### config.mk
export PLATFORM = sky130hd
export DESIGN_NAME = uart_alu_ctrl
export DESIGN_NICKNAME = d
export VERILOG_FILES = /design/src/rtl/uart_alu_ctrl.sv
export SDC_FILE = /design/constraint.sdc
export NUM_CORES = 1
export LEC_CHECK = 0
export CAP_MARGIN = 30
export CORE_MARGIN = 1
export CORE_UTILIZATION = 64
export CTS_BUF_LIST = sky130_fd_sc_hd__clkbuf_8
export DETAILED_ROUTE_END_ITERATION = 8
export GPL_ROUTABILITY_DRIVEN = 0
export PLACE_DENSITY = 0.92
export SYNTH_ARGS = -nofsm -noshare
export SYNTH_HDL_FRONTEND = slang
export SYNTH_SLANG_ARGS = --single-unit
### constraint.sdc
create_clock -name clk -period 2.9 [get_ports clk]
set_input_delay 0.58 -clock clk [delete_from_list [all_inputs] [get_ports clk]]
set_output_delay 0.58 -clock clk [all_outputs]
set_load 0.1 [all_outputs]
### src/rtl/uart_alu_ctrl.sv
// Packet parser and ALU between uart_rx and uart_tx: echo, 32-bit add and, with ALU_MUL_EN
// defined, a 32-cycle shift-add multiply. Without ALU_MUL_EN, OP_MUL is an unknown opcode.
module uart_alu_ctrl (
  input  logic       clk,
  input  logic       rst,
  input  logic [7:0] s_axis_tdata,
  input  logic       s_axis_tvalid,
  output logic       s_axis_tready,
  output logic [7:0] m_axis_tdata,
  output logic       m_axis_tvalid,
  input  logic       m_axis_tready,
  output logic       error_o
);

  localparam logic [7:0] OP_ECHO = 8'hEC;
  localparam logic [7:0] OP_ADD  = 8'hA0;
  localparam logic [7:0] OP_MUL  = 8'hA1;

  typedef enum logic [3:0] {
    S_OPCODE, S_RSV, S_LEN_LO, S_LEN_HI, S_ECHO, S_OPERAND, S_MUL, S_SEND, S_DRAIN
  } state_t;

  state_t      state, state_next;
  logic [7:0]  opcode;
  logic [7:0]  len_lo;
  logic [15:0] rem;
  logic [31:0] acc;
  logic [23:0] operand;
  logic [1:0]  idx;
`ifdef ALU_MUL_EN
  logic [31:0] mul_a, mul_b;
  logic [4:0]  mul_cnt;
`endif

  // A byte moves on either stream only in a cycle where tvalid and tready are both high;
  // the sender holds tdata stable from the cycle tvalid rises until that handshake.
  logic        s_fire, m_fire, last_byte, is_add, is_mul_op, is_echo;
  logic [15:0] len_full, pay_len;
  logic [31:0] word;

  always_comb begin
    s_fire    = s_axis_tvalid & s_axis_tready;
    m_fire    = m_axis_tvalid & m_axis_tready;
    len_full  = {s_axis_tdata, len_lo};
    pay_len   = (len_full < 16'd4) ? 16'd0 : len_full - 16'd4;
    word      = {s_axis_tdata, operand};
    last_byte = (rem == 16'd1);
    is_echo   = (opcode == OP_ECHO);
    is_add    = (opcode == OP_ADD);
`ifdef ALU_MUL_EN
    is_mul_op = (opcode == OP_MUL);
`else
    is_mul_op = 1'b0;
`endif
  end

  always_ff @(posedge clk) begin
    if (rst) state <= S_OPCODE;
    else     state <= state_next;
  end

  always_comb begin
    state_next    = state;
    s_axis_tready = 1'b0;
    m_axis_tvalid = 1'b0;
    m_axis_tdata  = 8'h00;
    case (state)
      S_OPCODE: begin
        s_axis_tready = 1'b1;
        if (s_fire) state_next = S_RSV;
      end
      S_RSV: begin
        s_axis_tready = 1'b1;
        if (s_fire) state_next = S_LEN_LO;
      end
      S_LEN_LO: begin
        s_axis_tready = 1'b1;
        if (s_fire) state_next = S_LEN_HI;
      end
      S_LEN_HI: begin
        s_axis_tready = 1'b1;
        if (s_fire) begin
          if (is_echo)                state_next = (pay_len == 16'd0) ? S_OPCODE : S_ECHO;
          else if (is_add || is_mul_op) state_next = (pay_len == 16'd0) ? S_SEND : S_OPERAND;
          else                        state_next = (pay_len == 16'd0) ? S_OPCODE : S_DRAIN;
        end
      end
      S_ECHO: begin
        m_axis_tdata  = s_axis_tdata;
        m_axis_tvalid = s_axis_tvalid;
        s_axis_tready = m_axis_tready;
        if (m_fire && last_byte) state_next = S_OPCODE;
      end
      S_OPERAND: begin
        s_axis_tready = 1'b1;
        if (s_fire) begin
          if (is_mul_op && idx == 2'd3) state_next = S_MUL;
          else if (last_byte)           state_next = S_SEND;
        end
      end
`ifdef ALU_MUL_EN
      S_MUL: begin
        if (mul_cnt == 5'd31) state_next = (rem == 16'd0) ? S_SEND : S_OPERAND;
      end
`endif
      S_SEND: begin
        m_axis_tvalid = 1'b1;
        case (idx)
          2'd0:    m_axis_tdata = acc[7:0];
          2'd1:    m_axis_tdata = acc[15:8];
          2'd2:    m_axis_tdata = acc[23:16];
          default: m_axis_tdata = acc[31:24];
        endcase
        if (m_fire && idx == 2'd3) state_next = S_OPCODE;
      end
      S_DRAIN: begin
        s_axis_tready = 1'b1;
        if (s_fire && last_byte) state_next = S_OPCODE;
      end
      default: state_next = S_OPCODE;
    endcase
  end

  always_ff @(posedge clk) begin
    if (rst) begin
      opcode  <= 8'h00;
      len_lo  <= 8'h00;
      rem     <= 16'd0;
      acc     <= 32'd0;
      operand <= 24'd0;
      idx     <= 2'd0;
      error_o <= 1'b0;
`ifdef ALU_MUL_EN
      mul_a   <= 32'd0;
      mul_b   <= 32'd0;
      mul_cnt <= 5'd0;
`endif
    end else begin
      error_o <= 1'b0;
      case (state)
        S_OPCODE: if (s_fire) opcode <= s_axis_tdata;
        S_LEN_LO: if (s_fire) len_lo <= s_axis_tdata;
        S_LEN_HI: if (s_fire) begin
          rem     <= pay_len;
          idx     <= 2'd0;
          acc     <= {31'd0, is_mul_op};
          error_o <= !(is_echo || is_add || is_mul_op);
        end
        S_ECHO:  if (m_fire) rem <= rem - 16'd1;
        S_DRAIN: if (s_fire) rem <= rem - 16'd1;
        S_OPERAND: if (s_fire) begin
          // Operand bytes shift in from the top so the word is little-endian when complete.
          rem     <= rem - 16'd1;
          operand <= {s_axis_tdata, operand[23:8]};
          idx     <= (state_next == S_SEND) ? 2'd0 : idx + 2'd1;
          if (idx == 2'd3) begin
`ifdef ALU_MUL_EN
            if (is_mul_op) begin
              mul_a   <= acc;
              mul_b   <= word;
              mul_cnt <= 5'd0;
              acc     <= 32'd0;
            end else begin
              acc <= acc + word;
            end
`else
            acc <= acc + word;
`endif
          end
        end
`ifdef ALU_MUL_EN
        S_MUL: begin
          acc     <= acc + (mul_b[0] ? mul_a : 32'd0);
          mul_a   <= {mul_a[30:0], 1'b0};
          mul_b   <= {1'b0, mul_b[31:1]};
          mul_cnt <= mul_cnt + 5'd1;
        end
`endif
        S_SEND: if (m_fire) idx <= idx + 2'd1;
        default: ;
      endcase
    end
  end

endmodule

## Word-level counts from Yosys, hierarchy flattened

Cells that the tools add are included.

| operators by class | value |
|---|---|
| mux-type cells | 33 |
| reductions and logical operators | 20 |
| order comparisons | 1 |
| bitwise logic cells | 4 |
| eq/ne operators | 20 |
| add/subtract/negate cells | 4 |

Operators by type and width:

| kind | number |
|---|---|
| 2-to-1 mux 32 bit | 3 |
| 2-to-1 mux 16 bit | 4 |
| case mux 32 bit (2 select lines) | 1 |
| 2-to-1 mux 4 bit | 12 |
| case mux 16 bit (3 select lines) | 1 |
| adder 32 bit | 1 |
| case mux 4 bit (8 select lines) | 1 |
| case mux 8 bit (3 select lines) | 1 |
| == test 16 x 1 -> 1 bit, second input constant | 1 |
| == test 4 x 3 -> 1 bit, second input constant | 4 |
| == test 8 bit, second input constant | 2 |
| logical NOT 16 bit | 1 |
| less-than comparator 16 x 3 -> 1 bit, second input constant | 1 |
| case mux 8 bit (2 select lines) | 1 |
| subtractor 16 x 1 -> 16 bit, second input constant | 1 |
| subtractor 16 x 3 -> 16 bit, second input constant | 1 |
| AND reduction 4 bit | 3 |
| 2-to-1 mux 2 bit | 5 |
| inequality test 2 bit, second input constant | 5 |
| == test 4 x 2 -> 1 bit, second input constant | 2 |
| case mux 2 bit (3 select lines) | 1 |
| AND reduction 2 bit | 3 |
| nonzero test 3 bit | 2 |
| OR reduction 6 bit | 1 |
| 18 further kinds | 24 |

| storage, ports and cells | value |
|---|---|
| logic and storage cells | 90 |
| flip-flop bits (word level) | 95 |

## Logic depth before layout (Yosys ltp)

Gate-level depths: netlist of the first run.

| depth | value |
|---|---|
| depth after elaboration | 12 |
| gate-level depth with buffers | 11 |
| depth with buffers taken out | 10 |

## Worst setup path after synthesis of the first run

No wires, ideal clock.

| timing | value |
|---|---|
| kind | input port to flip-flop |
| start point | in m_axis_tready |
| end point | reg len_lo[3] |
| data arrival time | 4.207 ns |
| cell stages on the path | 6 |
| slack | -1.435 ns |
| path buffers | 0 |
| required time | 2.772 ns |
| setup time | 0.128 ns |
| path through | nor2_1 -> o32ai_1 -> nand3_1 -> nor2_1 -> mux2i_1 -> nor2_1 |

| on the way | value |
|---|---|
| word-level cells in the longest chain between the ends | 3 |

Ends and longest elaborated chain:

| what | line | text |
|---|---|---|
| start: declaration | 11 | `input logic m_axis_tready,` |
| case mux 1 bit (2 select lines) | 67 | `case (state)` |
| via s_axis_tready | 8 | `output logic s_axis_tready,` |
| bitwise AND 1 bit | 42 | `s_fire = s_axis_tvalid & s_axis_tready;` |
| AND reduction 2 bit (no source line) | -- |  |
| end signal: assignment | 142 | `S_LEN_LO: if (s_fire) len_lo <= s_axis_tdata;` |
| end: declaration | 25 | `logic [7:0] len_lo;` |

The timed path passes the listed nets, and every way through them passes these cells.
A chain may end at the register's enable or synchronous reset.

## Worst setup path after layout of the first run

| timing | value |
|---|---|
| start point | reg idx[1] |
| end point | out m_axis_tdata[6] |

| on the way | value |
|---|---|
| word-level cells in the longest chain between the ends | 3 |
| elaborated cells between the ends (all ways) | 5 |

Ends and longest elaborated chain:

| what | line | text |
|---|---|---|
| start: declaration | 29 | `logic [1:0] idx;` |
| start signal: assignment | 155 | `idx <= (state_next == S_SEND) ? 2'd0 : idx + 2'd1;` |
| start signal: assignment | 179 | `S_SEND: if (m_fire) idx <= idx + 2'd1;` |
| == test 2 bit (tied with other cells) | 108 | `case (idx)` |
| case mux 8 bit (3 select lines) * | 108 |  |
| case mux 8 bit (2 select lines) * | 67 |  |
| end: declaration | 9 | `output logic [7:0] m_axis_tdata,` |

Every way passes the cells marked *; elsewhere a longest branch is shown, timed or not.

==> results of run 1 <==
[flip-flops by register name (all words and copies together), names as in the netlist]
name / cells
acc: 32
operand: 24
rem: 16
len_lo: 8
opcode: 8
state: 4
idx: 2
error_o: 1
[synth_stat cells (all sizes together) (4+ instances only)]
cell type  count  area share
nor2          95       0.056
a31oi          9      0.0088
a22o          11       0.015
nand3         16       0.013
or4            6      0.0083
dfxtp         95        0.30
mux2i         22       0.035
o21a           8      0.0094
o21bai         7      0.0083
nor2b          8      0.0079
a211oi        14       0.017
o221ai         4      0.0055
nor3b          5      0.0059
nand2        115       0.068
clkbuf        43       0.025
nor4b          4      0.0055
a22oi         21       0.025
nor3          15       0.012
nor4          11       0.013
ha            38       0.075
o211ai         6      0.0071
and3           7      0.0069
a21oi         68       0.053
o31ai          4      0.0047
or3            6      0.0059
xor2          11       0.015
nand2b         9      0.0088
a21o          12       0.014
o21ai         61       0.048
o22ai          4      0.0039
xnor2         18       0.025
a222oi         8       0.013
buf            8      0.0069
inv           20       0.012
nand4         11       0.011
[worst paths after layout]
path / startpoint / endpoint / slack (ns) / cells after the start
worst min register to register: operand[0] / operand[0] / 0.48 / 2
worst max register to register: acc[0] / acc[20] / 0.05 / 10
worst min-delay path: operand[0] / operand[0] / 0.48 / 2
worst max-delay path: idx[1] / m_axis_tdata[6] / -0.006 / 6
[kinds of logic (layout without fill, tap and decap cells)]
kind of cell / count (synthesis) / count (layout)
and+or+nand+nor: 319 / 319
AOI/OAI and AO/OA: 256 / 256
DFF: 95 / 95
buffers and inverters: 71 / 112
adders and majority gates: 39 / 39
xor gates and xnor gates: 29 / 29
muxes: 25 / 25
[power groups by stage]
stage	clock network (uW)	registers (uW)	logic [uW]
after floorplan	0	1360	200
final	833	1340	300
after detailed placement	0	1370	286
after CTS	815	1340	288
after global routing	866	1350	324
after global placement	0	1370	275
[final cells by class]
type,instances,area share
multi-input cells,668,0.5827
inverters,20,0.01027
clock inverters,5,0.004962
clock buffers,10,0.01882
repair buffers,77,0.09923
well taps,133,0.02275
flip-flops and latches,95,0.2612
[stage by stage]
stage	total power, uW	utilization	setup WS, ns
6_report	2477	0.7552	-0.005866
4_1_cts	2446	0.7486	0.02118
5_1_grt	2536	0.7552	-0.04876
3_5_place_dp	1660	0.7300	-0.2796
2_1_floorplan	1564	-	0.1254
3_3_place_gp	1646	0.7300	-0.1508
[what timing repair did]
item | CTS | global route
endpoints found under the setup margin | 3 | 12
pin swaps | 1 | 5
resized for setup | 3 | 17
[worst min-delay path, cell delays in order (launching register included)]
cell     delay [ns]
dfxtp_1        0.33
nand2_1        0.06
a21oi_1        0.05
[per-layer routing]
layer | track usage | wire (um)
met1 | 0.4510 | 7120
met2 | 0.6258 | 8886
met3 | 0.07108 | 2149
met5 | 0 | 0
met4 | 0.2631 | 1232
==> impl_metrics.ini, run 1 <==
[worst_setup_path]
crit_family = compound AO/OA/AOI/OAI gates
cp.arrival_ns = 2.33
path_class = reg -> out
critPathSlowestCell = a222oi_1
endpoint_kind = output port
crit_fanout = 8
critPathBufInv = 2
critPathRequiredTime_ns = 2.32
cp_slowest_stage_delay_ns = 0.69
path_cells = inv_1, ha_4, a222oi_1, o21ai_0, a22o_1, buf_12
crit_path_start_kind = flop

[global_route]
grt_max_degree = 54
antenna_found_initial = 1
track_usage = 0.3811
grt_pass1_wl_mm = 30.89
overflow = 0
grt_pass1_vias = 6492

[layout]
multi_input_area_um2 = 4262
regArea_um2 = 1911
syn2layout_area_growth_pct = 14.92
final_common_cell = nand2_1
num_antenna_cells = 0
stdcell_count = 1008
drive_above_1_share = 0.1211
final_area_um2 = 7313
nFillCells = 658
fin_nets = 922
final_cell_mix = 115 x nand2_1, 95 x nor2_1, 92 x dfxtp_1

[clocking]
root_buffer = clkbuf_8
clk_path_buf_depth = 2
clkTransAtPathRegs_ns = 0.09
clk_latency_ns = 0.38
clock-sinks = 95
post_cts_buffers = 0
ctsHoldBuffers = 0
htreeDepth = 3
cts_tree = done
cts_buffers = 9

[floorplanning]
dieArea_um2 = 10350
ios = 23
initial_core_util = 0.6571
rows = 36
die_w_um = 101.7
fp.coreArea_um2 = 9684
die_h_um = 101.7

[synth]
avgSynthCellArea_um2 = 7.630
synthAdderAreaFrac = 0.07786
synth_flop_cell = dfxtp_1
synth_compound_area_frac = 0.2607
ys_warn_count = 0
synth-simple-area-share = 0.2381
synth_top_family_by_area = compound AO/OA/AOI/OAI gates
ys_async_sr_fraction = 0
ys_ff_latch = 95
syn_inst = 834
synth_nets = 885
synth-xor-area-share = 0.03991
synth_area_um2 = 6364
synthMuxAreaShare = 0.04050
yosysSeqAreaShare = 0.2989
synth_edf_count = 0
synth_cell_types = 65

[routing]
drtAntennaViolNets = 0
vias = 6859
post_drt_wl_per_cell_um = 19.24
drt-total-wl_mm = 19.39
drtIter0Drc = 794
dr.pass1.iters = 9
drc_errors = 1
viasPerCell = 6.805

[power_and_ir_drop]
internal_power_uw = 1773
clkPwrFrac = 0.336
powerDensity_nw_per_um2 = 338.7
leakage_uw = 0.002958
seq_power_share = 0.542
swShare = 0.2842
peakVddDrop_mv = 0.2212
comb_power_share = 0.121
netSwitchingPower_uw = 704.1

[timing]
fin_ws_ns = -0.005866
setup_tns_ns = -0.009879
whs_ns = 0.4779
relSlewSlack = 0.4570
max_freq_ghz = 0.3441
worst_pin_slew_ns = 0.8145
fin_crit_ns = 2.906
hold_viol = 0
slew_violations = 0
finalClockSkew_ns = 0.01373
setup_viol = 2
rsz0062_at_grt = yes
layout_worst_path_cycle_share = 1.002

[placed_design]
dp.cells = 993
dpl-instance-area_um2 = 7069
portBuffers = 22
hpwl_mm = 13.58

[flow_run]
maxCapViolCount = 0

[worst_hold_path]
hold_path.class = reg -> reg

[outcome]
status = finished with violations
violations = design-rule violations, negative setup slack
(Power assumes the default switching activity.)
==> inputs of run 2 (changes only) <==
Settings changed: ABC_CLOCK_PERIOD_IN_PS from default to 3700, CORE_UTILIZATION 64 to 65, PLACE_DENSITY 0.92 to 0.93.
Clock period 2.9 ns to 3.7 ns, I/O delays scaled along.
==> run 2 against run 1 <==
Effect of this change:
- the run now ends clean
- routed wire length fell by 4.0%
- clock skew fell by 0.0017 ns
- total power down 19%
- register-to-register slack better by 0.41 ns
- non-clock buffer count shrank 34
==> impl_metrics.ini, run 2 (synthesis gave the netlist of run 1 again) <==
[placed_design]
portBuffers = 22
dp.cells = 954
hpwl_mm = 13.34
pre_cts_ws_ns = 0.1604
dpl-instance-area_um2 = 6780

[global_route]
overflow = 0
track_usage = 0.3798
grt_pass1_vias = 6415
grt_max_degree = 46
grt_pass1_wl_mm = 30.24
antenna_found_initial = 0

[worst_setup_path]
r2r_cells = 10
timing.rr.start = acc[0]
critPathRequiredTime_ns = 2.96
cp.arrival_ns = 2.66
endpoint_kind = output port
critical_path.startpoint = idx[0]
crit_path_start_kind = flop
r2r_slack_ns = 0.46
endpoint = m_axis_tdata[4]
crit_fanout = 8
rr_endpoint = acc[20]
path_class = reg -> out

[power_and_ir_drop]
peakVddDrop_mv = 0.2577
comb_power_share = 0.109
leakage_uw = 0.002792
seq_power_share = 0.524
netSwitchingPower_uw = 562.7
clkPwrFrac = 0.366
swShare = 0.2801
internal_power_uw = 1446
powerDensity_nw_per_um2 = 287.0

[timing]
finalClockSkew_ns = 0.01201
fin_ws_ns = 0.2964
whs_ns = 0.4655
slew_violations = 0
setup_tns_ns = 0
max_freq_ghz = 0.2938
worst_pin_slew_ns = 0.9636
layout_worst_path_cycle_share = 0.9199
rsz0062_at_grt = no
setup_viol = 0
relSlewSlack = 0.3556
fin_crit_ns = 3.404
hold_viol = 0

[layout]
drive_above_1_share = 0.07007
final_common_cell = nand2_1
final_cell_mix = 115 x nand2_1, 95 x nor2_1, 95 x dfxtp_1
stdcell_count = 971
nFillCells = 695
final_area_um2 = 7000
syn2layout_area_growth_pct = 10.01
largest_register = acc
fin_nets = 888
reg_top3 = acc (32), operand (24), rem (16)
num_antenna_cells = 0
largest_register_ffs = 32

[floorplanning]
die_w_um = 100.9
ios = 23
rows = 35
dieArea_um2 = 10190
die_h_um = 100.9
initial_core_util = 0.6790
fp.coreArea_um2 = 9371

[routing]
viasPerCell = 6.804
dr.pass1.iters = 7
vias = 6607
drt-total-wl_mm = 18.62
drc_errors = 0
drtAntennaViolNets = 0
post_drt_wl_per_cell_um = 19.17
drtIter0Drc = 652

[clocking]
post_cts_buffers = 0
cts_buffers = 9
cts_tree = done
clock-sinks = 95
clkTransAtPathRegs_ns = 0.10
clk_latency_ns = 0.39
cts-resized-gates = 0
htreeDepth = 3
clk_path_buf_depth = 2
ctsHoldBuffers = 0
root_buffer = clkbuf_8

[outcome]
status = finished, final reports clean

[worst_hold_path]
hold_path.class = reg -> reg

[flow_run]
maxCapViolCount = 0
==> run 2: changes by cell type in the layout (fill, tap and decap cells not counted), sizes merged <==
cell,before,now
buf,67,31
inv,21,23
bufinv,0,1
clkinvlp,2,1
clkdlybuf4s50,10,11
==> run 2: routing by layer <==
metal,part of all wire,vias to the layer above,track usage
li1,-,3050,-
met1,0.38,3013,0.4396
met2,0.46,434,0.6243
met3,0.11,110,0.1082
met4,0.056,0,0.2274
met5,0,-,0
==> run 2: power groups by stage <==
| stage | Clock (uW) | Combinational (uW) | Sequential [uW] |
|---|---|---|---|
| floorplan | 0 | 156 | 1070 |
| global placement | 0 | 201 | 1080 |
| detailed placement | 0 | 209 | 1080 |
| CTS | 738 | 212 | 1050 |
| global route | 787 | 237 | 1060 |
| finish | 736 | 219 | 1050 |
==> run 2: how the worst min path moves through the flow <==
stage,startpoint,endpoint,depth (start not counted)
after CTS,operand[2],operand[2],2
after global routing,operand[7],operand[7],2
after detailed placement,operand[2],operand[2],2
final,operand[2],operand[2],2
after global placement,operand[3],operand[3],2
after floorplan,operand[0],operand[0],2
==> run 2: final cells by class <==
class / instances / area, um^2 / share of cell area
flip-flops and latches: 95 / 1902 / 0.2717
repair buffers: 43 / 460.4 / 0.06577
inverters: 20 / 75.07 / 0.01072
multi-input cells: 668 / 4189 / 0.5984
well taps: 129 / 161.4 / 0.02306
clock buffers: 9 / 123.9 / 0.01769
clock inverters: 7 / 88.84 / 0.01269
==> run 2: critical path: stages (launching register included) <==
cell and delay [ns]:
dfxtp_1 0.50, inv_1 0.11, ha_1 0.33, a222oi_1 0.69
o21ai_0 0.20, a22o_1 0.27, buf_12 0.17
==> run 2: stage by stage <==
step	power (uW)	utilization
after floorplan	1225	-
after global placement	1276	0.7235
after detailed placement	1286	0.7235
after CTS	2003	0.7462
after global routing	2080	0.7470
final	2009	0.7470
